**config.mk**
```make
export PLATFORM = sky130hd
export DESIGN_NAME = booth_mult_ctrl
export DESIGN_NICKNAME = d
export VERILOG_FILES = /design/src/rtl/booth_ctrl_pkg.sv /design/src/rtl/booth_step_decode.sv /design/src/rtl/booth_mult_ctrl.sv
export SDC_FILE = /design/constraint.sdc
export NUM_CORES = 1
export LEC_CHECK = 0
export ABC_AREA = 1
export CORE_AREA = 8 8 45 47
export CTS_CLUSTER_SIZE = 8
export DETAILED_ROUTE_END_ITERATION = 6
export DIE_AREA = 0 0 53 55
export PLACE_DENSITY_LB_ADDON = 0.15
export SETUP_SLACK_MARGIN = 0.15
export SLEW_MARGIN = 20
export SYNTH_ARGS = -nofsm -noshare
export SYNTH_HDL_FRONTEND = slang
export SYNTH_HIERARCHICAL = 1
export SYNTH_SLANG_ARGS = --single-unit
```
**constraint.sdc**
```tcl
create_clock -name clk -period 1.1 [get_ports clk]
set_clock_uncertainty 0.1 [all_clocks]
set_input_delay 0.165 -clock clk [delete_from_list [all_inputs] [get_ports clk]]
set_output_delay 0.165 -clock clk [all_outputs]
set_load 0.01 [all_outputs]
```
**src/rtl/booth_ctrl_pkg.sv**
```systemverilog
// rtl/booth_ctrl_pkg.sv - shared encodings for the radix-2 Booth multiplier sequencer
//
// Contents:
//   booth_state_e           3-bit FSM state encoding (IDLE..DONE)
//   ADDSUB_ADD/ADDSUB_SUB   polarity of the datapath addsub strobe
//   BOOTH_NOP/ADD/SUB       step codes produced from {q0, qm1}
package booth_ctrl_pkg;

    typedef enum logic [2:0] {
        S_IDLE  = 3'd0,
        S_LOADQ = 3'd1,
        S_LOADM = 3'd2,
        S_CHECK = 3'd3,
        S_ADD   = 3'd4,
        S_SUB   = 3'd5,
        S_SHIFT = 3'd6,
        S_DONE  = 3'd7
    } booth_state_e;

    // addsub = 1 selects A <= A + M, 0 selects A <= A - M
    localparam logic ADDSUB_ADD = 1'b1;
    localparam logic ADDSUB_SUB = 1'b0;

    localparam logic [1:0] BOOTH_NOP = 2'd0;
    localparam logic [1:0] BOOTH_ADD = 2'd1;
    localparam logic [1:0] BOOTH_SUB = 2'd2;

endpackage

```
**src/rtl/booth_step_decode.sv**
```systemverilog
// rtl/booth_step_decode.sv - radix-2 Booth recoding of {q0, qm1} into a step code
//
// Ports:
//   q0    in   1  current multiplier LSB (datapath Q[0])
//   qm1   in   1  previously shifted-out bit (datapath Q[-1])
//   step  out  2  BOOTH_NOP / BOOTH_ADD / BOOTH_SUB
module booth_step_decode
    import booth_ctrl_pkg::*;
(
    input  logic       q0,
    input  logic       qm1,
    output logic [1:0] step
);

    // 10: start of a run of ones -> subtract M
    // 01: end of a run of ones   -> add M
    // 00 / 11: inside a run      -> shift only
    always_comb begin
        step = BOOTH_NOP;
        if (q0 && !qm1) begin
            step = BOOTH_SUB;
        end else if (!q0 && qm1) begin
            step = BOOTH_ADD;
        end
    end

endmodule

```
**src/rtl/booth_mult_ctrl.sv**
```systemverilog
// rtl/booth_mult_ctrl.sv - sequencing FSM for the 16-bit radix-2 Booth multiplier datapath
//
// Ports:
//   clk, rst_n            clock (rising edge), asynchronous active-low reset
//   start                 multiply request, sampled only in IDLE
//   q0, qm1, eqz          datapath status: Q[0], Q[-1], iteration counter == 0
//   busy                  high in every state except IDLE
//   opnd_sel              0: upstream drives multiplier on data_in, 1: multiplicand
//   done                  one-cycle pulse, product valid in {A,Q}
//   clrA, clrQ, clrff, ldA, ldQ, ldM, sftA, sftQ, addsub, decr, ldcnt
//                         datapath control strobes (Moore, decoded from state)
module booth_mult_ctrl
    import booth_ctrl_pkg::*;
#(
    parameter int WIDTH = 16
) (
    input  logic clk,
    input  logic rst_n,
    input  logic start,
    input  logic q0,
    input  logic qm1,
    input  logic eqz,
    output logic busy,
    output logic opnd_sel,
    output logic done,
    output logic clrA,
    output logic clrQ,
    output logic clrff,
    output logic ldA,
    output logic ldQ,
    output logic ldM,
    output logic sftA,
    output logic sftQ,
    output logic addsub,
    output logic decr,
    output logic ldcnt
);

    // WIDTH only sets the datapath counter reload value; the FSM itself is
    // width-independent, so the parameter is just sanity-checked here.
    if (WIDTH < 1) begin : g_width_check
        $error("booth_mult_ctrl: WIDTH must be at least 1");
    end

    booth_state_e state_q;
    booth_state_e state_d;
    logic [1:0]   step;

    booth_step_decode u_step_decode (
        .q0   (q0),
        .qm1  (qm1),
        .step (step)
    );

    always_ff @(posedge clk or negedge rst_n) begin
        if (!rst_n) begin
            state_q <= S_IDLE;
        end else begin
            state_q <= state_d;
        end
    end

    always_comb begin
        state_d = state_q;
        case (state_q)
            S_IDLE:  if (start) state_d = S_LOADQ;
            S_LOADQ: state_d = S_LOADM;
            S_LOADM: state_d = S_CHECK;
            // eqz wins over the recoded step: after the last shift no
            // further add/subtract may touch A.
            S_CHECK: begin
                if (eqz) begin
                    state_d = S_DONE;
                end else if (step == BOOTH_SUB) begin
                    state_d = S_SUB;
                end else if (step == BOOTH_ADD) begin
                    state_d = S_ADD;
                end else begin
                    state_d = S_SHIFT;
                end
            end
            S_ADD:   state_d = S_SHIFT;
            S_SUB:   state_d = S_SHIFT;
            S_SHIFT: state_d = S_CHECK;
            S_DONE:  state_d = S_IDLE;
            default: state_d = S_IDLE;
        endcase
    end

    always_comb begin
        busy     = (state_q != S_IDLE);
        opnd_sel = 1'b0;
        done     = 1'b0;
        clrA     = 1'b0;
        clrQ     = 1'b0;
        clrff    = 1'b0;
        ldA      = 1'b0;
        ldQ      = 1'b0;
        ldM      = 1'b0;
        sftA     = 1'b0;
        sftQ     = 1'b0;
        addsub   = 1'b0;
        decr     = 1'b0;
        ldcnt    = 1'b0;
        case (state_q)
            S_LOADQ: begin
                clrA  = 1'b1;
                clrff = 1'b1;
                ldQ   = 1'b1;
                ldcnt = 1'b1;
            end
            S_LOADM: begin
                ldM      = 1'b1;
                opnd_sel = 1'b1;
            end
            S_ADD: begin
                ldA    = 1'b1;
                addsub = ADDSUB_ADD;
            end
            S_SUB: begin
                ldA    = 1'b1;
                addsub = ADDSUB_SUB;
            end
            S_SHIFT: begin
                sftA = 1'b1;
                sftQ = 1'b1;
                decr = 1'b1;
            end
            S_DONE: begin
                done = 1'b1;
            end
            default: begin
            end
        endcase
    end

endmodule

```
==> summary.md <==
| Metric | Value |
|---|---|
| Initial core utilization | `19.9%` |
| Worst path arrival time | `1.13 ns` |
| Final Hold Vio Count | `0` |
| Yosys reg bits | `3` |
| Port-buffer cells | `18` |
| MaxCap Viol Count | `0` |
| Largest regs | `state_q (3)` |
| Vias in the first global route | `326` |
| CTS Buffer Depth | `2` |
| Setup WS pre-CTS | `-0.429 ns` |
| Antenna Nets Post-Route | `0` |
| Seq/Total Area, Yosys | `27.3%` |
| Worst vdd ir | `1.32 mV` |
| CTS root buffer | `clkbuf_4` |
| Max Slew Vio Count | `0` |
| CP startpoint | `state_q[2]` |
| GP Congestion | `0.721` |
| CTS tree | `done` |
| Synth cell types | `14` |
| Antenna violations before repair | `0` |
| Worst Setup Path Type | `reg2out` |
| M1 GR Usage | `5.49%` |
| First-pass GRT wire length | `1300 um` |
| Worst Path Required | `0.83 ns` |
| Overall Global Routing Usage | `6.46%` |
| Die ar. | `0.00292 mm2` |
| Final Setup Violations | `15` |
| Setup crit start kind | `flop` |
| Max reg flops | `3` |
| Hold crit path type | `in2async` |
| Clock slew seen by the registers of the worst setup and hold paths | `0.04 ns` |
| Power Total | `1.66 mW` |
| Die width | `53 um` |
| Placement Rows | `14` |
| I/O Pins | `20` |
| Post-route core utilization | `43.8%` |
| Final #Nets | `78` |
| GRT overflow | `0` |
| Design Area, Final | `606 um2` |
| Largest net degree at the start of global routing | `5` |
| Most crowded layer after global routing | `met2` |
| Ratio of cells with drive above 1 in the final layout | `67.1%` |
| Part of the cycle the worst path needs | `127%` |
| Max Fclk | `0.717 GHz` |
| Final wirelength | `805 um` |
| Avg Cell Area, Syn | `6.55 um2` |
| Violated checks | `negative setup slack` |
| Area growth from synthesis to layout | `120%` |
| Core ar. | `0.00138 mm2` |
| Top reg by flops | `state_q` |
| DIE HEIGHT | `55 um` |
| Placed cell areas | `490 um2` |
| Detailed-route via count | `333` |
| Crit end category | `output pin` |
| Detailed Place HPWL | `596 um` |
| Vias per Instance | `3.87` |
| Layout Cells excl Fill | `86` |
| Pwr/cell area | `2740 mW/mm2` |
| Leakage | `0.337 nW` |
| GRT met2 Usage | `10.5%` |
| Yosys synthesis warning count | `6` |
| RR Startpoint | `state_q[2]` |
| Worst skew pair latency | `0.23 ns` |
| CP max FO | `3` |
| H-tree levels | `1` |
| RSZ-0062 raised after global routing | `yes` |
| Status | `finished, violations left` |
| # diodes | `0` |
| DRC | `0` |
| Syn nets | `49` |
| Met3 GRT Util | `1.87%` |
| Drt initial violations | `7` |
| CTS buffer count | `3` |
| Syn Std Cell Area | `275 um2` |
| Hold-fix buffers, CTS | `0` |
| Minimum clock period | `1.40 ns` |
| Drt pass-1 iters | `4` |
| Placed insts | `74` |
| Cell count after synthesis | `42` |
| Min setup slack post-route | `-0.296 ns` |
| Wire length per cell | `9.36 um` |
| Clock Sinks | `3` |
stage by stage:
stage               setup TNS [ns]  hold WS, ns
floorplan                   -0.178       -0.231
global placement             -5.79        0.263
detailed placement           -5.81        0.261
CTS                          -3.12      0.00997
global route                 -4.73       0.0122
finish                       -3.87       0.0131
power breakdown:
part | internal, mW | switching [mW]
Clock | 0.136 | 0.0582
Combinational | 0.682 | 0.564
Sequential | 0.167 | 0.0542
Total | 0.984 | 0.676
metal layers:
metal / share of wire [%] / vias up
li1: - / 173
met1: 34 / 141
met2: 52 / 15
met3: 8.6 / 4
met4: 5.3 / 0
met5: 0 / -
layout make-up:
class / count / area [um2]
well taps: 16 / 20.0
flip-flops and latches: 3 / 76.3
fillers: 152 / 778
multi-input cells: 22 / 175
inverters: 10 / 40.0
repair buffers: 31 / 268
clock buffers: 4 / 26.3
placed cells by master (no fill, tap or decap), drive strengths merged, types with 2 or more instances in the layout:
master          n
clkdlybuf4s50   3
o21ai           3
nor2            7
dlygate4sd2     2
nand2           8
buf            26
inv            10
dfrtp           3
clkbuf          4
worst paths after layout:
check | end | slack, ns | depth (start not counted)
max in group asynchronous | state_q[2] | 0.73 | 1
worst min-delay path | state_q[0] | 0.01 | 1
worst max register to register | state_q[0] | -0.14 | 9
min in group clk | state_q[0] | 0.44 | 5
worst max-delay path | sftQ | -0.30 | 5
worst min register to register | state_q[2] | 0.52 | 2
critical path, cell delays in order (launching register included):
cell     delay (ns)
dfrtp_2        0.41
buf_4          0.15
buf_6          0.11
inv_4          0.06
nor2_4         0.04
buf_2          0.13
synthesized netlist by cell type:
master	instances	area, um2
dfrtp_1	3	75.1
nor3_1	1	5.00
inv_1	8	30.0
conb_1	1	3.75
inv_2	2	7.51
nor2_1	6	22.5
nand2_1	7	26.3
a21oi_2	1	8.76
buf_4	7	52.6
nand2_2	1	6.26
ha_1	1	12.5
o21ai_0	2	10.0
nor2_2	1	6.26
o21ai_2	1	8.76
kinds of logic after synthesis:
family / synth area share, %
buffers and inverters: 32.7
and+or+nand+nor: 24.1
AOI/OAI and AO/OA: 10.0
DFF: 27.3
adders and majority gates: 4.54
other: 1.36
repair_timing:
item,4_1_cts,5_1_grt
endpoints found under the setup margin,16,16
gates resized for setup,73,3
setup buffers,6,2
pin swaps,6,2
Power figures use the tool's default switching activity.
